$ cat config.mk
export PLATFORM = sky130hd
export DESIGN_NAME = ram_fifo_ctrl
export DESIGN_NICKNAME = d
export VERILOG_FILES = /design/src/rtl/ram_fifo_ctrl.sv
export SDC_FILE = /design/constraint.sdc
export NUM_CORES = 1
export LEC_CHECK = 0
export BUFFER_PORTS_ARGS = -buffer_cell sky130_fd_sc_hd__buf_4
export CAP_MARGIN = 20
export CORE_AREA = 3 3 67 69
export DETAILED_ROUTE_END_ITERATION = 12
export DIE_AREA = 0 0 70 72
export GPL_TIMING_DRIVEN = 0
export SYNTH_ARGS = -nofsm -noshare
export SYNTH_HDL_FRONTEND = slang
export SYNTH_SLANG_ARGS = --single-unit
$ cat constraint.sdc
create_clock -name clk -period 3.2 [get_ports clk]
set_input_delay 0.16 -clock clk [delete_from_list [all_inputs] [get_ports clk]]
set_output_delay 0.16 -clock clk [all_outputs]
set_load 0.01 [all_outputs]
$ cat src/rtl/ram_fifo_ctrl.sv
// ram_fifo_ctrl: FIFO controller around an external 8x16 dual-port RAM with a
// registered read port. The RAM holds unread words; the word sitting on the
// RAM read register is the output word, tracked by out_valid.
// Optional feature: define ALMOST_FLAGS_EN to add almost_full / almost_empty.
module ram_fifo_ctrl #(
    parameter int DW    = 16,
    parameter int AW    = 3,
    parameter int DEPTH = 8
) (
    input  logic          clk,
    input  logic          rst,
    input  logic          in_valid,
    output logic          in_ready,
    input  logic [DW-1:0] in_data,
    output logic          out_valid,
    input  logic          out_ready,
    output logic [DW-1:0] out_data,
    output logic          ram_we,
    output logic          ram_re,
    output logic [AW-1:0] ram_waddr,
    output logic [AW-1:0] ram_raddr,
    output logic [DW-1:0] ram_data,
    input  logic [DW-1:0] ram_out,
    output logic [AW:0]   level
`ifdef ALMOST_FLAGS_EN
    ,
    output logic          almost_full,
    output logic          almost_empty
`endif
);

    localparam logic [AW:0]   DEPTH_C  = (AW+1)'(DEPTH);
    localparam logic [AW:0]   CNT_ZERO = '0;
    localparam logic [AW:0]   CNT_ONE  = (AW+1)'(1);
    localparam logic [AW-1:0] PTR_ONE  = (AW)'(1);

    logic [AW-1:0] wptr_q, wptr_d;
    logic [AW-1:0] rptr_q, rptr_d;
    logic [AW:0]   cnt_q, cnt_d;
    logic          out_valid_q, out_valid_d;
    logic          push;
    logic          issue;

    // Handshake decode: accept while not full, read the RAM when a word is
    // waiting and the output slot is empty or being drained this cycle.
    always_comb begin
        in_ready = (cnt_q != DEPTH_C) && !rst;
        push     = in_valid && in_ready;
        issue    = (cnt_q != CNT_ZERO) && (!out_valid_q || out_ready) && !rst;
    end

    // Next-state: pointer advance, occupancy update and output-slot tracking.
    always_comb begin
        wptr_d      = wptr_q;
        rptr_d      = rptr_q;
        cnt_d       = cnt_q;
        out_valid_d = out_valid_q;
        if (push) begin
            wptr_d = wptr_q + PTR_ONE;
        end
        if (issue) begin
            rptr_d = rptr_q + PTR_ONE;
        end
        case ({push, issue})
            2'b10:   cnt_d = cnt_q + CNT_ONE;
            2'b01:   cnt_d = cnt_q - CNT_ONE;
            default: cnt_d = cnt_q;
        endcase
        if (issue) begin
            out_valid_d = 1'b1;
        end else if (out_ready) begin
            out_valid_d = 1'b0;
        end
    end

    // State registers, cleared immediately by reset.
    always_ff @(posedge clk or posedge rst) begin
        if (rst) begin
            wptr_q      <= '0;
            rptr_q      <= '0;
            cnt_q       <= '0;
            out_valid_q <= 1'b0;
        end else begin
            wptr_q      <= wptr_d;
            rptr_q      <= rptr_d;
            cnt_q       <= cnt_d;
            out_valid_q <= out_valid_d;
        end
    end

    // RAM strobes and output wiring; the RAM read register is the output word.
    always_comb begin
        ram_we    = push;
        ram_waddr = wptr_q;
        ram_data  = in_data;
        ram_re    = issue;
        ram_raddr = rptr_q;
        out_valid = out_valid_q;
        out_data  = ram_out;
        level     = cnt_q + {{AW{1'b0}}, out_valid_q};
    end

`ifdef ALMOST_FLAGS_EN
    // Threshold flags derived from the occupancy counters.
    always_comb begin
        almost_full  = !rst && (cnt_q >= (DEPTH_C - CNT_ONE));
        almost_empty = rst || (level <= CNT_ONE);
    end
`endif

endmodule

After elaboration in Yosys (flattened, before gate mapping). Index checks and enable logic that the tools add are counted.

Bits in registers: 11. Latch bits: 0. Bits in writable memories: 0. ROM bits: 0. Bits of input ports: 36. Output and inout port bits: 46. Word-level logic and storage cells: 25. Memories kept: 0.

$add $sub $neg: 5. Multipliers: 0. Divide/modulo/power cells: 0. Order comparisons: 0. Equal/unequal tests: 3. Shift-type cells: 0. Muxes and demuxes: 3. Bitwise operators: 0. Reduce and logical (&&, ||, !) cells: 10.

Operators with widths (count): 4-bit one-hot mux with 2 select lines (1); 3-bit by 1-bit adder with 3-bit output (second input constant) (2); 4-bit by 1-bit adder with 4-bit output (1); 4-bit by 1-bit adder with 4-bit output (second input constant) (1); 1-bit logical AND (4); 4-bit != test (second input constant) (1); 2-bit nonzero test (2); 4-bit nonzero test (1); 4-bit by 1-bit subtractor with 4-bit output (second input constant) (1); 2-bit by 1-bit == test with 1-bit output (second input constant) (1); 2-bit == test (second input constant) (1); 1-bit logical NOT (2); 1-bit two-way mux (2); 1-bit logical OR (1).

Longest topological paths before layout.
Word-level depth: 6. Gate-level depth with buffers: 8. Gate-level depth less buffers: 8.

Worst setup path before layout. No wires, ideal clock.

Kind: register to register. Start: register out_valid_q (netlist: out_valid). End: register cnt_q[3]. Library setup time: 0.131 ns. Data arrival time: 2.280 ns. Data required time: 3.069 ns. Path slack: 0.789 ns. Stages on the path, launching flop included: 8. Buffers on the path: 0. Period minus slack after synthesis: 2.411 ns. Path through: dfrtp_1 and2b_2 nor3_2 ha_1 ha_1 or4b_1 o311ai_1 o211ai_1.

Longest elaborated chain between the ends: 6. Elaborated cells on any way between the ends: 8. Classes of those cells: eq/ne (2); mux (1); reduce/logical (5).

Ends and longest elaborated chain: from (decl) (RTL line 40) `logic out_valid_q, out_valid_d;`; from (signal assigned) (RTL line 87) `out_valid_q <= out_valid_d;`; 1-bit logical NOT * (RTL line 49) `issue = (cnt_q != CNT_ZERO) && (!out_valid_q || out_ready) && !rst;`; 1-bit logical OR * (RTL line 49); 1-bit logical AND * (2 in series) (RTL line 49); net ram_re (RTL line 19) `output logic ram_re,`; 2-bit by 1-bit == test with 1-bit output / 2-bit == test (equally long branches) (RTL line 64) `case ({push, issue})`; 4-bit one-hot mux with 2 select lines / 2-bit nonzero test (equally long branches); to (signal assigned) (RTL line 86) `cnt_q <= cnt_d;`; to (decl) (RTL line 39) `logic [AW:0] cnt_q, cnt_d;`.

Mark *: on every way through the listed nets, which the timed path passes. The rest lies on a longest branch. A chain may end at the register's enable or synchronous reset.

Worst setup path in the final report.
Start: input port rst. End: register cnt_q[3].

Longest elaborated chain between the ends: 5. Elaborated cells on any way between the ends: 8. Classes of those cells: eq/ne (2); mux (1); reduce/logical (5).

Ends and longest elaborated chain: from (decl) (RTL line 11) `input logic rst,`; 1-bit logical NOT (no line) *; 1-bit logical AND (RTL line 47) `in_ready = (cnt_q != DEPTH_C) && !rst;`; 1-bit logical AND (RTL line 48) `push = in_valid && in_ready;`; 2-bit by 1-bit == test with 1-bit output / 2-bit == test (equally long branches) (RTL line 64); 4-bit one-hot mux with 2 select lines / 2-bit nonzero test (equally long branches).

Every way passes the cells marked *; elsewhere a longest branch is shown, timed or not.

==> impl_metrics.ini <==
[clock_network]
cts-resized-gates = 0
clock_latency_ns = 0.23
cts-root-buf = clkbuf_8
cts_inserted_buffers = 3
cts_buffer_depth = 2
htree_levels = 1
clk_pin_slew_ns = 0.05
cts_tree = built
cts_sinks = 11
cts_setup_buffers = 0

[worst_hold_path]
hold_class = in2reg
holdPathEnd = ram_waddr[2]
hp-start = in_valid
whs_path_depth = 3

[pwr]
p_leak_nw = 0.753
p_per_area_nw_per_um2 = 715
total_power_mw = 1.04
peakVddDrop_v = 0.000182

[timing]
period_share_pct = 82.7
setup_tns_ns = 0
fin_crit_ns = 2.65
fin_skew_ns = 0.000746
worst_pin_slew_ns = 0.448
hold_viol = 0
max_freq_mhz = 378
relSlewSlack_pct = 69.9
setup_viol = 0
maxSlewViolCount = 0
grt_setup_unrepaired = no

[detailed_routing]
postRouteWirelength_mm = 2.24
vias = 810
wl_per_cell_um = 11.3
drtPass1Iterations = 4
drc = 0
detail_route.vias_per_cell = 4.11
drt_iter0_drc = 7
antenna_left = 0

[synthesis]
postSynthCellCount = 93
syn-num-nets = 137
ys_ff_latch = 11
yosys-top-cells-area = dfrtp_1, buf_4, ha_1
ys.flop_type = dfrtp_1
synth-edff-count = 0
synth_seq_area_share_pct = 28.2
ys_types = 30
synth_top_area_share_pct = 28.2
syn-mean-instance-area_sq_um = 10.5
yosys_warnings = 0
synth_area_leader_cell = dfrtp_1
syn_area_sq_um = 975
synthArstFlopShare_pct = 100

[global_route]
grt_antenna_before_repair = 0
grt_max_degree = 12
grt_first_pass_wirelength_mm = 3.39
track_usage_pct = 8.30
grt_pass1_vias = 766
grt_overflow = 0

[worst_setup_path]
r2r-end = cnt_q[3]
reg2reg_depth = 7
arrival_ns = 2.75
required_ns = 3.30
rrSetupSlack_ns = 0.58
critPathKind = in2reg
worstSetupStartpointType = input port
r2r-start = cnt_q[0]
worst_setup_path_end_kind = flip-flop
critPathMaxFanout = 9

[floorplanning]
core_sq_um = 3970
ioPinCount = 82
std_cell_rows = 23
fp.dieW_um = 70
start_util_pct = 24.5
dieArea_sq_um = 5040
dieHeight_um = 72

[finish]
num_antenna_cells = 0
fin_util_pct = 36.8
areaGrowthSynthToFinish_pct = 49.8
layout-drive-gt1-share_pct = 62.6
nNetsFinal = 192
nFillCells = 415

[outcome]
status = finished, final reports clean

[place]
gp_congestion = 0.761
numPortBuffers = 49
dp_hpwl_mm = 1.91

[job]
maxCapViolCount = 0
==> synthesized netlist by cell type, types with 2 or more instances <==
| cell | instances |
|---|---|
| mux2_4 | 2 |
| xnor2_1 | 2 |
| nor2_1 | 2 |
| nor3b_1 | 2 |
| nand3_1 | 2 |
| dfrtp_1 | 11 |
| xor2_1 | 6 |
| a21oi_1 | 2 |
| inv_1 | 6 |
| ha_1 | 7 |
| buf_4 | 32 |
==> worst max path at each step <==
stage / cells past startpoint / start / slack, ns / end
2_1_floorplan: 7 / out_valid / 0.79 / cnt_q[3]
3_3_place_gp: 7 / cnt_q[0] / 0.64 / cnt_q[3]
3_5_place_dp: 7 / cnt_q[0] / 0.58 / cnt_q[3]
4_1_cts: 8 / rst / 0.56 / cnt_q[3]
5_1_grt: 7 / cnt_q[2] / 0.42 / cnt_q[3]
6_report: 8 / rst / 0.55 / cnt_q[3]
==> kinds of logic after synthesis <==
group / synth area share [%]
AOI/OAI and AO/OA: 4.36
xor gates and xnor gates: 7.19
adders and majority gates: 11.0
buffers and inverters: 28.1
DFF: 28.2
muxes: 5.26
and+or+nand+nor: 15.8
==> metrics by stage <==
step / area (sq um) / hold slack, ns / instances / setup slack (ns)
after global placement: 1410 / 0.221 / 192 / 0.642
after global routing: 1460 / 0.342 / 197 / 0.419
after floorplan: 975 / 0.0124 / 93 / 0.789
after CTS: 1460 / 0.334 / 197 / 0.562
after detailed placement: 1410 / 0.226 / 192 / 0.582
final: 1460 / 0.332 / 197 / 0.553
==> worst max-delay path, cell delays in order <==
cell and delay, ns:
dlygate4sd3_1 0.53, buf_4 0.16, nor3_2 0.42, ha_1 0.42, ha_1 0.35, or4b_1 0.48, o311ai_1 0.10, o211ai_1 0.12
==> state kept, by name (all words and copies together) (netlist names) <==
register and count:
cnt_q 4, ram_raddr 3, ram_waddr 3, out_valid 1
==> layout make-up <==
class	count	area (sq um)	share of cell area (%)
well taps	50	62.6	4.28
repair buffers	50	378	25.9
inverters	6	22.5	1.54
flip-flops and latches	11	275	18.9
plain buffers	33	251	17.2
multi-input cells	43	425	29.1
clock buffers	4	45.0	3.08
==> layer usage <==
metal	GRT usage, %	wire [um]	share of wire, %	vias to the layer above
met1	8.67	766	34	365
met3	4.02	315	14	0
met5	0	0	0	-
met4	3.40	0	0	0
li1	-	-	-	389
met2	14.4	1150	52	56
==> cells in the final DEF, fill, tap and decap left out, types with 2 or more instances in the layout <==
cell	instances
a21oi_1	2
ha_1	7
nor2_1	2
mux2_4	2
inv_1	6
buf_4	81
xnor2_1	2
clkbuf_8	3
dfrtp_1	11
xor2_1	6
nand3_1	2
nor3b_1	2
==> power by group <==
part           total [mW]  switching, mW  leakage [nW]  internal, mW
Clock               0.134         0.0472        0.0228        0.0870
Sequential          0.313          0.103         0.130         0.211
Combinational       0.596          0.259         0.601         0.337
==> repair_timing <==
item                       4_1_cts  5_1_grt
hold buffers                     1        0
hold endpoints to repair        11        0
setup endpoints to repair        0        0
Power figures use the tool's default switching activity.
